## config.mk

```make
export PLATFORM = sky130hd
export DESIGN_NAME = bin_map_reader
export DESIGN_NICKNAME = d
export VERILOG_FILES = /design/src/rtl/bin_map_pkg.sv /design/src/rtl/border_mask.sv /design/src/rtl/bin_map_reader.sv
export SDC_FILE = /design/constraint.sdc
export NUM_CORES = 1
export LEC_CHECK = 0
export CAP_MARGIN = 20
export CORE_MARGIN = 4
export CORE_UTILIZATION = 40
export DETAILED_ROUTE_END_ITERATION = 10
export PLACE_DENSITY_LB_ADDON = 0.08
export SLEW_MARGIN = 40
export SYNTH_ARGS = -nofsm -noshare
export SYNTH_HDL_FRONTEND = slang
export SYNTH_SLANG_ARGS = --single-unit
```

## constraint.sdc

```tcl
create_clock -name clk -period 2.07 [get_ports clk]
set_input_delay 0.621 -clock clk [delete_from_list [all_inputs] [get_ports clk]]
set_output_delay 0.621 -clock clk [all_outputs]
set_load 0.01 [all_outputs]
```

## src/rtl/bin_map_pkg.sv

```systemverilog
// Shared frame geometry, address width and FSM encoding for the binary edge-map readers.
package bin_map_pkg;
    localparam int   IMG_W  = 128;
    localparam int   IMG_H  = 128;
    localparam int   ADDR_W = 14;
    localparam logic BG     = 1'b1;

    typedef enum logic [1:0] {
        IDLE   = 2'd0,
        FILL   = 2'd1,
        SEND   = 2'd2,
        FINISH = 2'd3
    } state_t;
endpackage

```

## src/rtl/border_mask.sv

```systemverilog
// Flags addresses that fall on the outer ring of the image (first/last row or column).
module border_mask
    import bin_map_pkg::*;
#(
    parameter int IMG_W_P  = bin_map_pkg::IMG_W,
    parameter int IMG_H_P  = bin_map_pkg::IMG_H,
    parameter int ADDR_W_P = bin_map_pkg::ADDR_W
) (
    input  logic [ADDR_W_P-1:0] addr,
    output logic                is_border
);
    localparam logic [ADDR_W_P-1:0] W        = ADDR_W_P'(IMG_W_P);
    localparam logic [ADDR_W_P-1:0] ROW_LAST = ADDR_W_P'(IMG_H_P - 1);
    localparam logic [ADDR_W_P-1:0] COL_LAST = ADDR_W_P'(IMG_W_P - 1);

    logic [ADDR_W_P-1:0] row;
    logic [ADDR_W_P-1:0] col;

    always_comb begin
        row       = addr / W;
        col       = addr % W;
        is_border = (row == '0) || (row == ROW_LAST) ||
                    (col == '0) || (col == COL_LAST);
    end
endmodule

```

## src/rtl/bin_map_reader.sv

```systemverilog
// Streams a binary frame out of result memory as packed bytes (pixel base+i in bit i),
// forcing the image border to the background value.
module bin_map_reader
    import bin_map_pkg::*;
#(
    parameter int   IMG_W_P = bin_map_pkg::IMG_W,
    parameter int   IMG_H_P = bin_map_pkg::IMG_H,
    parameter logic BG_P    = bin_map_pkg::BG
) (
    input  logic              clk,
    input  logic              reset,
    input  logic              start,
    output logic              b_rd,
    output logic [ADDR_W-1:0] b_addr,
    input  logic              b_di,
    output logic              o_valid,
    input  logic              o_ready,
    output logic [7:0]        o_data,
    output logic              o_last,
    output logic              busy,
    output logic              done
);
    localparam logic [ADDR_W-1:0] LAST_BASE = ADDR_W'(IMG_W_P * IMG_H_P - 8);
    localparam logic [ADDR_W-1:0] STEP      = ADDR_W'(8);

    state_t            state;
    state_t            state_nxt;
    logic [ADDR_W-1:0] base;
    logic [2:0]        rd_idx;
    logic [2:0]        smp_cnt;
    logic              rd_vld_p1;
    logic              border_p1;
    logic              is_border;
    logic              pix_p1;
    logic              hs;
    logic              fill_done;
    logic              last_byte;

    border_mask #(
        .IMG_W_P  (IMG_W_P),
        .IMG_H_P  (IMG_H_P),
        .ADDR_W_P (ADDR_W)
    ) u_border_mask (
        .addr      (b_addr),
        .is_border (is_border)
    );

    always_comb begin
        hs        = o_valid && o_ready;
        last_byte = (base == LAST_BASE);
        fill_done = (state == FILL) && rd_vld_p1 && (smp_cnt == 3'd7);
        pix_p1    = border_p1 ? BG_P : b_di;
    end

    always_comb begin
        state_nxt = state;
        case (state)
            IDLE:    if (start) state_nxt = FILL;
            FILL:    if (fill_done) state_nxt = SEND;
            SEND:    if (hs) state_nxt = last_byte ? FINISH : FILL;
            FINISH:  state_nxt = IDLE;
            default: state_nxt = IDLE;
        endcase
    end

    always_ff @(posedge clk) begin
        if (reset) begin
            state     <= IDLE;
            b_rd      <= 1'b0;
            b_addr    <= '0;
            rd_idx    <= '0;
            smp_cnt   <= '0;
            rd_vld_p1 <= 1'b0;
            border_p1 <= 1'b0;
            o_data    <= '0;
            o_valid   <= 1'b0;
            o_last    <= 1'b0;
            base      <= '0;
            busy      <= 1'b0;
            done      <= 1'b0;
        end else begin
            state <= state_nxt;
            done  <= 1'b0;

            // Stage p0: issue eight sequential reads on every entry into FILL
            if (state != FILL && state_nxt == FILL) begin
                b_rd   <= 1'b1;
                b_addr <= (state == SEND) ? base + STEP : base;
                rd_idx <= '0;
            end else if (b_rd) begin
                if (rd_idx == 3'd7) begin
                    b_rd <= 1'b0;
                end else begin
                    b_addr <= b_addr + 1'b1;
                    rd_idx <= rd_idx + 3'd1;
                end
            end

            if (state == IDLE && start) busy <= 1'b1;

            // Stage p1: memory data returns; mask border and shift in from the top
            rd_vld_p1 <= b_rd;
            border_p1 <= is_border;
            if (state == FILL && rd_vld_p1) begin
                o_data  <= {pix_p1, o_data[7:1]};
                smp_cnt <= smp_cnt + 3'd1;
            end

            if (fill_done) begin
                o_valid <= 1'b1;
                o_last  <= last_byte;
            end

            if (state == SEND && hs) begin
                o_valid <= 1'b0;
                o_last  <= 1'b0;
                if (last_byte) begin
                    base <= '0;
                    busy <= 1'b0;
                    done <= 1'b1;
                end else begin
                    base <= base + STEP;
                end
            end
        end
    end
endmodule

```

======== After elaboration in Yosys (flattened, before gate mapping) ========
Cells that the tools add are included.
word-level totals
  flip-flop bits (word level) ............. 51
  input port bits ......................... 5
  output and inout bits ................... 27
operators by class
  $add $sub $neg .......................... 4
  equal/unequal tests ..................... 11
  multiplexer cells ....................... 18
  bitwise gates (word level) .............. 2
  reductions and logical operators ........ 18
operators by type and width
  cell                                                                     number
  14-bit two-way mux                                                       5
  14-bit zero test                                                         2
  14-bit by 1-bit adder with 14-bit output, second input constant          1
  14-bit by 4-bit adder with 14-bit output, second input constant          1
  14-bit == test, second input constant                                    1
  7-bit == test, second input constant                                     2
  1-bit two-way mux                                                        8
  2-bit two-way mux                                                        4
  2-bit one-hot mux with 4 select lines                                    1
  3-bit by 1-bit adder with 3-bit output, second input constant            2
  3-bit == test, second input constant                                     2
  1-bit logical AND                                                        6
  2-bit OR reduction                                                       3
  2-bit by 1-bit == test with 1-bit output, second input constant          2
  2-bit == test, second input constant                                     2
  2-bit AND reduction                                                      2
  1-bit logical OR                                                         3
  2-bit zero test                                                          1
  2-bit by 1-bit inequality test with 1-bit output, second input constant  1
  2-bit inequality test, second input constant                             1
  1-bit inverter                                                           2
  2-bit nonzero test                                                       1

======== Logic depth before layout (Yosys ltp) ========
  depth after elaboration ................. 9
  gate-level depth with buffers ........... 8

======== Hierarchy ========
Synthesis repeated with hierarchy kept, for this count alone.
unflattened totals
  cells, all modules ...................... 283
  area total of the unflattened synthesis .. 2,443.6 um^2
modules (own cells, without submodules)
  module          times used  cells an instance  area an instance (um^2)  sequential area each (um^2)
  bin_map_reader  1           271                2,372.3                  960.9
  border_mask     1           12                 71.3                     0.0

======== Least setup slack after synthesis ========
OpenSTA, ideal clock, no wires.
  path type ............................... reg2reg
  start point ............................. reg rd_idx[0]
  end point ............................... reg b_addr[5]
  library setup time ...................... 86 ps
  arrival ................................. 1,579 ps
  setup slack ............................. 405 ps
  stages on the path, launching flop included .. 9
  cell sequence ........................... dfxtp_1 ha_1 ha_1 and4b_1 clkbuf_1 nand4_1 xnor2_1 nor2_1 a211oi_1
on the way
  cells in the longest elaborated chain, start to end .. 3
RTL lines
  what                             line                  text
  from (decl)                      bin_map_reader.sv:29  logic [2:0] rd_idx;
  from (signal assigned)           bin_map_reader.sv:95  rd_idx <= rd_idx + 3'd1;
  3-bit == test                    bin_map_reader.sv:91  if (rd_idx == 3'd7) begin
  2-bit inequality test (no line)  n/a
  2-bit AND reduction (no line)    n/a
  to (signal assigned)             bin_map_reader.sv:88  b_addr <= (state == SEND) ? base + STEP : base;
  to (signal assigned)             bin_map_reader.sv:94  b_addr <= b_addr + 1'b1;
  to (decl)                        bin_map_reader.sv:14  output logic [ADDR_W-1:0] b_addr,
No other way between the ends.
A chain may end at the register's enable or synchronous reset.

======== Worst setup path in the final report ========
  start point ............................. reg b_addr[11]
  end point ............................... out b_addr[11]
No word-level cell between the ends.

==> flow_summary.toml <==
[drt]
drtIter0Drc = 93
antenna_left = 0
drc = 0
wire_per_inst_um = 13.7
drt-total-wl_um = 5290
avgViaCountPerCell = 5.18
via_count = 1994
met3_length_um = 226
m1WireLength_um = 2790
first_pass_iters = 4
wl_met2_um = 2190
top_layer_used = "met4"

[placed_design]
dpl.hpwl_um = 3710
placed_cell_area_um2 = 2860
place_congestion = 0.799
pre_cts_slack_ns = -0.0936
portBuffers = 31

[clock_network]
clk_pin_slew_ns = 0.10
cts_buffers = 5
tritoncts = "done"
clk_latency_ns = 0.30
cts-root-buf = "clkbuf_8"
cts_max_level = 2
ctsHoldBuffers = 0
cts_num_sinks = 48
postCtsSetupBuffers = 0
cts.repair.resized = 0
cts_buffer_depth = 2

[worst_setup_path]
critical_path_class = "reg2out"
crit_buf_inv = 1
reg2reg_slack_ns = 0.27
regToRegStartpoint = "base[4]"
cp.arrival_ns = 1.34
end_kind = "primary output"
reg2reg_to = "b_addr[11]"
cpMaxStageDelayCell = "clkdlybuf4s50_1"
crit_chain = "clkdlybuf4s50_1"
crit_family = "buffers and inverters"
path_max_fanout = 6
required_ns = 1.45
cp_slowest_stage_delay_ns = 0.58
ff2ff_path_depth = 6
startpoint_type = "flop"

[global_routing]
gr-total-overflow = 0
grtUsageTotal = 0.146
grt_max_degree = 41
grt_pass1_wl_um = 8790
grt_antenna_before_repair = 0
grt_pass1_vias = 1857

[floorplanning]
io_pins = 32
die_y_um = 86.5
die_x_um = 86.5
dieArea_um2 = 7480
num_rows = 28
start_util = 0.414
core_um2 = 5960

[yosys]
yosys_warnings = 0
yosysSeqAreaShare = 0.390
synth_edf_count = 0
synthFlopType = "dfxtp_1"
netlist_area_um2 = 2460
syn_inst = 280
synth.net_count = 292
ys_seq_elements = 48
synth_cell_type_count = 42
async_reset_ff_frac = 0
syn_area_per_cell_um2 = 8.80

[layout]
antennaDiodeCount = 0
most-common-layout-cells = "48 x dfxtp_1, 31 x clkdlybuf4s50_1, 28 x nand2_1"
n_fill_cell = 585
final_area_um2 = 2980
drive_above_1_share = 0.135
syn2layout_area_growth_pct = 20.9
layout.nets = 321
final_common_cell = "dfxtp_1"
seq_area_um2 = 961
multi_input_area_um2 = 1370

[sta]
setup_ws_ns = 0.113
min_period_ns = 1.96
hold_viol_final = 0
final-setup-viol-count = 0
tightestPinTransition_ns = 0.496
min_period_over_period = 0.946
fin_skew_ns = 0.00715
slew_headroom = 0.669
slew_viol_final = 0
timing.fmax_ghz = 0.511
rsz0062_at_grt = "false"

[min_path]
hold_class = "reg2reg"
hp-start = "smp_cnt[2]"
hold_depth = 2
hold_end = "smp_cnt[2]"

[power]
fin_total_pwr_mw = 1.96
p_per_area_nw_per_um2 = 657
p_leak_nw = 1.04
ir_drop_v = 0.000368

[job]
maxCapViolCount = 0

[status]
status = "completed"
[final cells by class]
class,count,area share
Multi-Input combinational cell,205,0.459
Sequential cell,48,0.323
Timing Repair Buffer,45,0.144
Tap cell,75,0.0315
Clock buffer,5,0.0231
Clock inverter,3,0.0155
Inverter,4,0.00504
[sequential cells by signal (all words and copies together), names as in the netlist, 2 cells and up]
name,cells
rd_idx,3
smp_cnt,3
base,11
b_addr,14
o_data,8
state,2
[how the worst max path moves through the flow]
stage | depth (start not counted) | start | to
3_5_place_dp | 5 | o_ready | base[7]
6_report | 1 | b_addr[11] | b_addr[11]
2_1_floorplan | 8 | rd_idx[0] | b_addr[5]
3_3_place_gp | 5 | o_ready | base[7]
5_1_grt | 1 | b_addr[11] | b_addr[11]
4_1_cts | 1 | b_addr[2] | b_addr[2]
[layer usage]
layer  track usage  up-vias
met1         0.204      900
met3        0.0352        6
met4        0.0552        0
li1              -     1042
met2         0.217       46
met5             0        -
[synth_stat cells (5+ instances only)]
cell type | count | area share
a211oi_1 | 8 | 0.024
a21oi_1 | 16 | 0.033
a31oi_1 | 5 | 0.013
buf_2 | 10 | 0.020
clkbuf_1 | 9 | 0.014
dfxtp_1 | 48 | 0.39
ha_1 | 7 | 0.036
nand2_1 | 28 | 0.043
nand3_1 | 8 | 0.016
nand4_1 | 14 | 0.036
nor2_1 | 27 | 0.041
nor3_1 | 6 | 0.012
nor3_2 | 6 | 0.024
xnor2_1 | 19 | 0.068
xor2_1 | 9 | 0.032
[stage by stage]
step	hold slack [ns]	setup TNS, ns	utilization	cells
finish	0.465	0	0.500	385
global route	0.493	0	0.500	385
CTS	0.469	0	0.500	385
detailed placement	0.455	-0.265	0.481	377
global placement	0.443	-0.185	0.481	377
floorplan	0.440	0	-	280
[logic make-up (layout without fill, tap and decap cells)]
| group | after synthesis | after routing | synth area share |
|---|---|---|---|
| xor gates and xnor gates | 28 | 28 | 0.0995 |
| adders and majority gates | 7 | 7 | 0.0355 |
| and+or+nand+nor | 124 | 124 | 0.292 |
| buffers and inverters | 27 | 57 | 0.0569 |
| AOI/OAI and AO/OA | 43 | 43 | 0.114 |
| DFF | 48 | 48 | 0.390 |
| muxes | 3 | 3 | 0.0122 |
[worst register-to-register path, stage by stage, from the launching register on]
cell	delay, ns
dfxtp_1	0.44
ha_1	0.27
and4_1	0.30
nor3b_2	0.26
nand2_1	0.10
xor2_1	0.14
a211oi_1	0.21
[report_power, final]
part	switching (mW)	total, mW	internal [mW]	leakage, nW
Combinational	0.125	0.259	0.134	0.598
Sequential	0.0408	1.00	0.959	0.390
Clock	0.333	0.697	0.364	0.0548
Power figures use the tool's default switching activity.
